--- src/rtl/sr04_controller.sv ---
// HC-SR04 ultrasonic ranging controller: trigger pulse, echo width capture,
// conversion to centimetres (echo_us / 58) with per-phase timeouts.
//
// state       | meaning
// ------------+----------------------------------------------------------
// S_IDLE      | waiting for start
// S_TRIG      | driving trig high for TRIG_US microseconds
// S_WAIT_ECHO | waiting for a 0->1 echo transition, bounded by TIMEOUT_US
// S_MEASURE   | echo high, accumulating centimetres, bounded by TIMEOUT_US
// S_DONE      | latch accumulator into distance, pulse dist_valid
module sr04_controller #(
  parameter int unsigned CLK_FREQ   = 100_000_000,
  parameter int unsigned TRIG_US    = 10,
  parameter int unsigned TIMEOUT_US = 30_000
) (
  input  logic        clk,
  input  logic        reset,
  input  logic        start,
  input  logic        echo,
  output logic        trig,
  output logic [11:0] distance,
  output logic        dist_valid,
  output logic        busy,
  output logic        timeout_err
);

  localparam int unsigned TICK_DIV = (CLK_FREQ / 1_000_000 > 0) ? CLK_FREQ / 1_000_000 : 1;
  localparam int unsigned US_W     = $clog2(TICK_DIV + 1);
  localparam int unsigned PH_MAX   = (TRIG_US > TIMEOUT_US) ? TRIG_US : TIMEOUT_US;
  localparam int unsigned PH_W     = $clog2(PH_MAX + 1);

  localparam logic [US_W-1:0] US_LOAD   = US_W'(TICK_DIV - 1);
  localparam logic [PH_W-1:0] TRIG_LOAD = PH_W'(TRIG_US - 1);
  localparam logic [PH_W-1:0] TOUT_LOAD = PH_W'(TIMEOUT_US - 1);
  localparam logic [5:0]      SUB_LAST  = 6'd57;
  localparam logic [11:0]     DIST_MAX  = 12'hFFF;

  typedef enum logic [2:0] {
    S_IDLE,
    S_TRIG,
    S_WAIT_ECHO,
    S_MEASURE,
    S_DONE
  } state_t;

  state_t           state, state_next;
  logic             echo_s1, echo_s2, echo_d;
  logic             echo_rise, echo_fall;
  logic [US_W-1:0]  us_cnt;
  logic [PH_W-1:0]  ph_cnt;
  logic [5:0]       sub_cnt;
  logic [11:0]      acc;
  logic             tick, phase_end, set_timeout;

  always_ff @(posedge clk or negedge reset) begin
    if (!reset) begin
      echo_s1 <= 1'b0;
      echo_s2 <= 1'b0;
      echo_d  <= 1'b0;
    end else begin
      echo_s1 <= echo;
      echo_s2 <= echo_s1;
      echo_d  <= echo_s2;
    end
  end

  assign echo_rise = echo_s2 & ~echo_d;
  assign echo_fall = ~echo_s2 & echo_d;
  assign tick      = (us_cnt == '0);
  assign phase_end = tick && (ph_cnt == '0);
  assign busy      = (state != S_IDLE);

  always_ff @(posedge clk or negedge reset) begin
    if (!reset) state <= S_IDLE;
    else        state <= state_next;
  end

  always_comb begin
    state_next  = state;
    set_timeout = 1'b0;
    case (state)
      S_IDLE:      if (start) state_next = S_TRIG;
      S_TRIG:      if (phase_end) state_next = S_WAIT_ECHO;
      S_WAIT_ECHO: begin
        if (echo_rise) begin
          state_next = S_MEASURE;
        end else if (phase_end) begin
          state_next  = S_IDLE;
          set_timeout = 1'b1;
        end
      end
      S_MEASURE: begin
        if (echo_fall) begin
          state_next = S_DONE;
        end else if (phase_end) begin
          state_next  = S_IDLE;
          set_timeout = 1'b1;
        end
      end
      S_DONE:      state_next = S_IDLE;
      default:     state_next = S_IDLE;
    endcase
  end

  // Both timers restart on every transition so each state sees whole microseconds.
  always_ff @(posedge clk or negedge reset) begin
    if (!reset) begin
      us_cnt <= '0;
      ph_cnt <= '0;
    end else if (state_next != state) begin
      us_cnt <= US_LOAD;
      case (state_next)
        S_TRIG:                 ph_cnt <= TRIG_LOAD;
        S_WAIT_ECHO, S_MEASURE: ph_cnt <= TOUT_LOAD;
        default:                ph_cnt <= '0;
      endcase
    end else begin
      us_cnt <= tick ? US_LOAD : us_cnt - US_W'(1);
      if (tick && ph_cnt != '0) ph_cnt <= ph_cnt - PH_W'(1);
    end
  end

  always_ff @(posedge clk or negedge reset) begin
    if (!reset) begin
      sub_cnt <= '0;
      acc     <= '0;
    end else if (state == S_WAIT_ECHO) begin
      sub_cnt <= '0;
      acc     <= '0;
    end else if (state == S_MEASURE && tick) begin
      if (sub_cnt == SUB_LAST) begin
        sub_cnt <= '0;
        if (acc != DIST_MAX) acc <= acc + 12'd1;
      end else begin
        sub_cnt <= sub_cnt + 6'd1;
      end
    end
  end

  always_ff @(posedge clk or negedge reset) begin
    if (!reset) begin
      trig        <= 1'b0;
      distance    <= '0;
      dist_valid  <= 1'b0;
      timeout_err <= 1'b0;
    end else begin
      trig       <= (state_next == S_TRIG);
      dist_valid <= (state == S_DONE);
      if (state == S_DONE) distance <= acc;
      if (state == S_IDLE && start) timeout_err <= 1'b0;
      else if (set_timeout)         timeout_err <= 1'b1;
    end
  end

endmodule

--- config.mk ---
export PLATFORM = sky130hd
export DESIGN_NAME = sr04_controller
export DESIGN_NICKNAME = d
export VERILOG_FILES = /design/src/rtl/sr04_controller.sv
export SDC_FILE = /design/constraint.sdc
export NUM_CORES = 1
export LEC_CHECK = 0
export CAP_MARGIN = 40
export CORE_ASPECT_RATIO = 0.75
export CORE_UTILIZATION = 59
export CTS_CLUSTER_DIAMETER = 30
export DETAILED_ROUTE_END_ITERATION = 6
export GPL_ROUTABILITY_DRIVEN = 0
export PLACE_DENSITY_LB_ADDON = 0.05
export SETUP_SLACK_MARGIN = 0.02
export SYNTH_ARGS = -nofsm -noshare
export SYNTH_HDL_FRONTEND = slang
export SYNTH_SLANG_ARGS = --single-unit
--- constraint.sdc ---
create_clock -name clk -period 3.1 [get_ports clk]
set_clock_uncertainty 0.15 [all_clocks]
set_input_delay 0.62 -clock clk [delete_from_list [all_inputs] [get_ports clk]]
set_output_delay 0.62 -clock clk [all_outputs]
set_load 0.05 [all_outputs]
# Word-level counts from Yosys, hierarchy flattened
# Index checks and enable logic that the tools add are counted.
dict set report op_classes {
  muxes 24
  bitwise 4
  n_eq_ne 10
  n_reduce_logical 16
  n_addsub 4
}
# operator count
set ops {}
lappend ops {{12-bit 2-to-1 mux} 4}
lappend ops {{15-bit 2-to-1 mux} 2}
lappend ops {{15-bit case mux with 2 select lines} 1}
lappend ops {{6-bit 2-to-1 mux} 3}
lappend ops {{15-bit logical NOT} 1}
lappend ops {{3-bit 2-to-1 mux} 5}
lappend ops {{15-bit nonzero test} 1}
lappend ops {{15-bit by 1-bit subtractor with 15-bit output (second input constant)} 1}
lappend ops {{7-bit 2-to-1 mux} 2}
lappend ops {{12-bit by 1-bit adder with 12-bit output (second input constant)} 1}
lappend ops {{3-bit by 2-bit == test with 1-bit output (second input constant)} 4}
lappend ops {{12-bit != test (second input constant)} 1}
lappend ops {{3-bit case mux with 4 select lines} 1}
lappend ops {{2-bit nonzero test} 5}
lappend ops {{7-bit logical NOT} 1}
lappend ops {{7-bit by 1-bit subtractor with 7-bit output (second input constant)} 1}
lappend ops {{6-bit by 1-bit adder with 6-bit output (second input constant)} 1}
lappend ops {{3-bit by 1-bit == test with 1-bit output (second input constant)} 2}
lappend ops {{6-bit == test (second input constant)} 1}
lappend ops {{1-bit 2-to-1 mux} 5}
lappend ops {{1-bit logical AND} 4}
lappend ops {{3-bit == test (second input constant)} 1}
lappend ops {{3-bit logical NOT} 1}
lappend ops {{3-bit != test} 1}
lappend ops {{6 further kinds} 8}
dict set report totals {
  output_inout_bits 16
  word_cells 70
  ff_bits 61
  in_bits 4
}

# Longest topological paths before layout
dict set report depth {
  ltp_word 9
  depth_mapped 11
  depth_no_buf 8
}

# Least setup slack after synthesis
# No wires, ideal clock.
dict set report synth_path {
  path_kind {register to register}
  start {register us_cnt[0]}
  end {register sub_cnt[5]}
  required_ns 2.886
  path_buffers 2
  setup_slack_ns 0.406
  setup_time_ns 0.064
  arrival_ns 2.480
  path_stages_with_launch 11
  synth_period_minus_slack_ns 2.694
  path_cell_list {dfrtp_1 > inv_1 > ha_1 > or4b_4 > or3_1 > buf_2 > a21o_1 > buf_6 > or4_1 > a21oi_1 > a21o_1}
}
dict set report synth_via {
  elab_chain_cells 3
}
# item line
set synth_lines {}
lappend synth_lines {{start: declaration} 49} ;# logic [US_W-1:0] us_cnt;
lappend synth_lines {{start signal: assignment} 118} ;# us_cnt <= tick ? US_LOAD : us_cnt - US_W'(1);
lappend synth_lines {{7-bit logical NOT} 69} ;# assign tick = (us_cnt == '0);
lappend synth_lines {{1-bit logical AND} 130} ;# end else if (state == S_MEASURE && tick) begin
lappend synth_lines {{2-bit nonzero test (no line)} --}
lappend synth_lines {{end signal: assignment} 135} ;# sub_cnt <= sub_cnt + 6'd1;
lappend synth_lines {{end: declaration} 51} ;# logic [5:0] sub_cnt;
# No other way between the ends.
# A chain may end at the register's enable or synchronous reset.

# Worst setup path after layout
dict set report layout_path {
  start {register us_cnt[0]}
  end {register ph_cnt[3]}
}
dict set report layout_via {
  elab_chain_cells 9
  word_cells_on_any_way 16
  classes_between {eq/ne: 4; mux: 7; reduce/logical: 5}
}
# item line
set layout_lines {}
lappend layout_lines {{7-bit logical NOT (*)} 69}
lappend layout_lines {{1-bit logical AND} 70} ;# assign phase_end = tick && (ph_cnt == '0);
lappend layout_lines {{3-bit 2-to-1 mux} {87, 95}}
lappend layout_lines {{3-bit 2-to-1 mux (on tied branches)} {93, 85}}
lappend layout_lines {{3-bit case mux with 4 select lines} 81} ;# case (state)
lappend layout_lines {{3-bit by 2-bit == test with 1-bit output} 112} ;# case (state_next)
lappend layout_lines {{2-bit OR reduction} 112}
lappend layout_lines {{15-bit case mux with 2 select lines} 112}
lappend layout_lines {{15-bit 2-to-1 mux} 110} ;# end else if (state_next != state) begin
lappend layout_lines {{end signal: assignment} 119} ;# if (tick && ph_cnt != '0) ph_cnt <= ph_cnt - PH_W'(1);
lappend layout_lines {{end: declaration} 50} ;# logic [PH_W-1:0] ph_cnt;
# Every way passes the cells marked *; elsewhere a longest branch is shown, timed or not.

==> out/qor.yml <==
dr_wl_met2_um: 3070
cts.sinks: 61
fin_crit_sh_pct: 93.7
root_buffer: "clkbuf_8"
die_w_um: 86.7
synthArstFlopShare_pct: 100
wl_met3_um: 426
required_ns: 3.23
drc: 0
cap_viol_max_count: 0
synth_ff_type: "dfrtp_1"
drt-total-wl_um: 7050
yosysUniqueCellTypes: 54
ioPinCount: 20
detail_route.wl_per_cell_um: 16.2
worst_setup_path_start_kind: "flop"
crit_chain: "inv_1 -> ha_1 -> or4b_4 -> or3_4 -> buf_4 -> o31a_1 -> nand2_1 -> a2bb2oi_1 -> o22a_1"
max_stage_delay_ns: 0.50
timing_hold_violations_final: 0
fin_crit_ns: 2.91
io_buffer_count: 19
vias: 2559
routed.top_layer: "met4"
area_growth_pct: 18.0
p_per_area_nw_per_um2: 436
critPathSlowestCell: "or4b_4"
postRouteAntennaNets: 0
tightestPinTransition_ns: 0.612
grtUsageTotal_pct: 28.3
ys_seq_area_share_pct: 48.1
grt-ovfl-total: 0
setup_tns_ns: 0
rsz0062_at_grt: "no"
avgSynthCellArea_um2: 9.69
status: "finished clean"
holdWs_ns: 0.129
grt_pass1_wl_um: 11800
grt_pass1_vias: 2421
clk_pin_slew_ns: 0.07
dp_hpwl_um: 4920
yosysWarnings: 0
drt_iter0_drc: 189
initial_core_util_pct: 63.1
drive_above_1_share_pct: 15.2
placed_area_um2: 3510
h-tree-depth: 3
cts_tree: "yes"
fin_area_um2: 3750
max-clock-path-buffers: 2
die_h_um: 65.6
worst_ep_arrival_time_ns: 3.04
hp-class: "in2async"
rows: 22
dieArea_um2: 5690
insertion_delay_ns: 0.34
path_buf_inv: 2
cts_buffers: 9
crit_fanout: 8
drtPass1Iterations: 4
grt_antenna_before_repair: 0
syn-cell-area_um2: 3180
nFillCells: 362
p_leak_uw: 0.00166
layout_common_cells: "dfrtp_1, nor2_1, nand2_1, a21oi_1, clkdlybuf4s50_1"
syn_inst: 328
end_kind: "flop"
critPathKind: "reg2reg"
core_area_um2: 5040
diodes: 0
grt_start_max_net_pins: 28
vdd_drop_max_mv: 0.345
synth-seq-cells: 61
avgViaCountPerCell: 5.88
synth_nets: 338
num-nets-final: 368
final_common_cell: "dfrtp_1"
synth_edf_count: 0
critical-path-top-delay-family: "simple AND/OR/NAND/NOR gates"
setup_viol: 0
slew_headroom_pct: 59.2
fmax_mhz: 344
wl_met1_um: 3470
drv_slew: 0
## layer usage
metal / track usage, % / up-vias
li1: - / 1234
met1: 41.3 / 1245
met2: 41.0 / 70
met3: 8.67 / 10
met4: 7.29 / 0
met5: 0 / -
## cell type report
cell class              instances  area, µm²  area share, %
well taps                      72       90.1           2.40
flip-flops and latches         61       1530           40.7
clock inverters                 3       67.6           1.80
clock buffers                  13        159           4.24
inverters                      10       37.5           1.00
multi-input cells             243       1560           41.7
repair buffers                 33        303           8.08
## metrics by stage
stage	worst slack [ns]	total power [µW]	cells	utilization [%]
floorplan	0.406	819	328	-
global placement	0.269	841	419	69.7
detailed placement	0.121	842	419	69.7
CTS	0.0732	1650	435	74.2
global route	0.0288	1690	435	74.4
finish	0.195	1630	435	74.4
## final timing paths
check	startpoint	to	slack, ns	depth (start not counted)
max	us_cnt[0]	ph_cnt[3]	0.19	9
min	reset	distance[2]	0.13	1
max reg2reg	us_cnt[0]	ph_cnt[3]	0.19	9
min reg2reg	echo_s1	echo_s2	0.22	0
max in group asynchronous	reset	ph_cnt[7]	1.99	2
min in group clk	echo_s1	echo_s2	0.22	0
## registers in the layout, summed over array words and instances (netlist names), 3 cells and up
register	flops
us_cnt	7
ph_cnt	15
acc	12
sub_cnt	6
distance	12
state	3
## cell usage after synthesis, types with 2 or more instances
cell	count	area share (%)
a21boi_0	2	0.47
a21o_1	3	0.71
a21oi_1	20	3.2
a22o_1	2	0.55
a2bb2oi_1	5	1.4
a31oi_1	2	0.39
buf_2	3	0.47
clkbuf_1	9	1.1
dfrtp_1	61	48
ha_1	6	2.4
inv_1	10	1.2
mux2_2	12	4.3
nand2_1	31	3.7
nand2b_1	5	0.98
nand3_1	16	2.5
nand4_1	4	0.79
nor2_1	32	3.8
nor2b_1	5	0.98
nor3_1	15	2.4
nor4_1	8	1.6
nor4b_1	3	0.83
o211a_1	3	0.95
o21ai_0	14	2.2
o22ai_1	2	0.39
or2_2	3	0.59
or3_1	6	1.2
or4_1	4	0.95
xnor2_1	13	3.6
xor2_1	4	1.1
## worst reg2reg max path, delay by kind of cell, from the launching register on
kind | cells | cell delay [ns]
AOI/OAI and AO/OA | 3 | 0.78
adders and majority gates | 1 | 0.18
buffers and inverters | 2 | 0.26
DFF | 1 | 0.39
and+or+nand+nor | 3 | 1.08
## logic make-up after synthesis
family	after synthesis	synth area share [%]
adders and majority gates	6	2.36
and+or+nand+nor	144	23.8
DFF	61	48.1
buffers and inverters	24	3.19
AOI/OAI and AO/OA	64	13.6
muxes	12	4.25
xor gates and xnor gates	17	4.69
## repair_timing
action                                  CTS  global route
hold buffers                              0             0
resized for setup                         0             2
endpoints found under the setup margin    0            13
buffers inserted                          0             0
## power by group
group          switching (µW)  total [µW]  internal, µW
clock network             309         806           497
logic                    19.7        26.2          6.56
registers                1.80         800           798
Note: power is estimated with default switching activity, not from simulation.
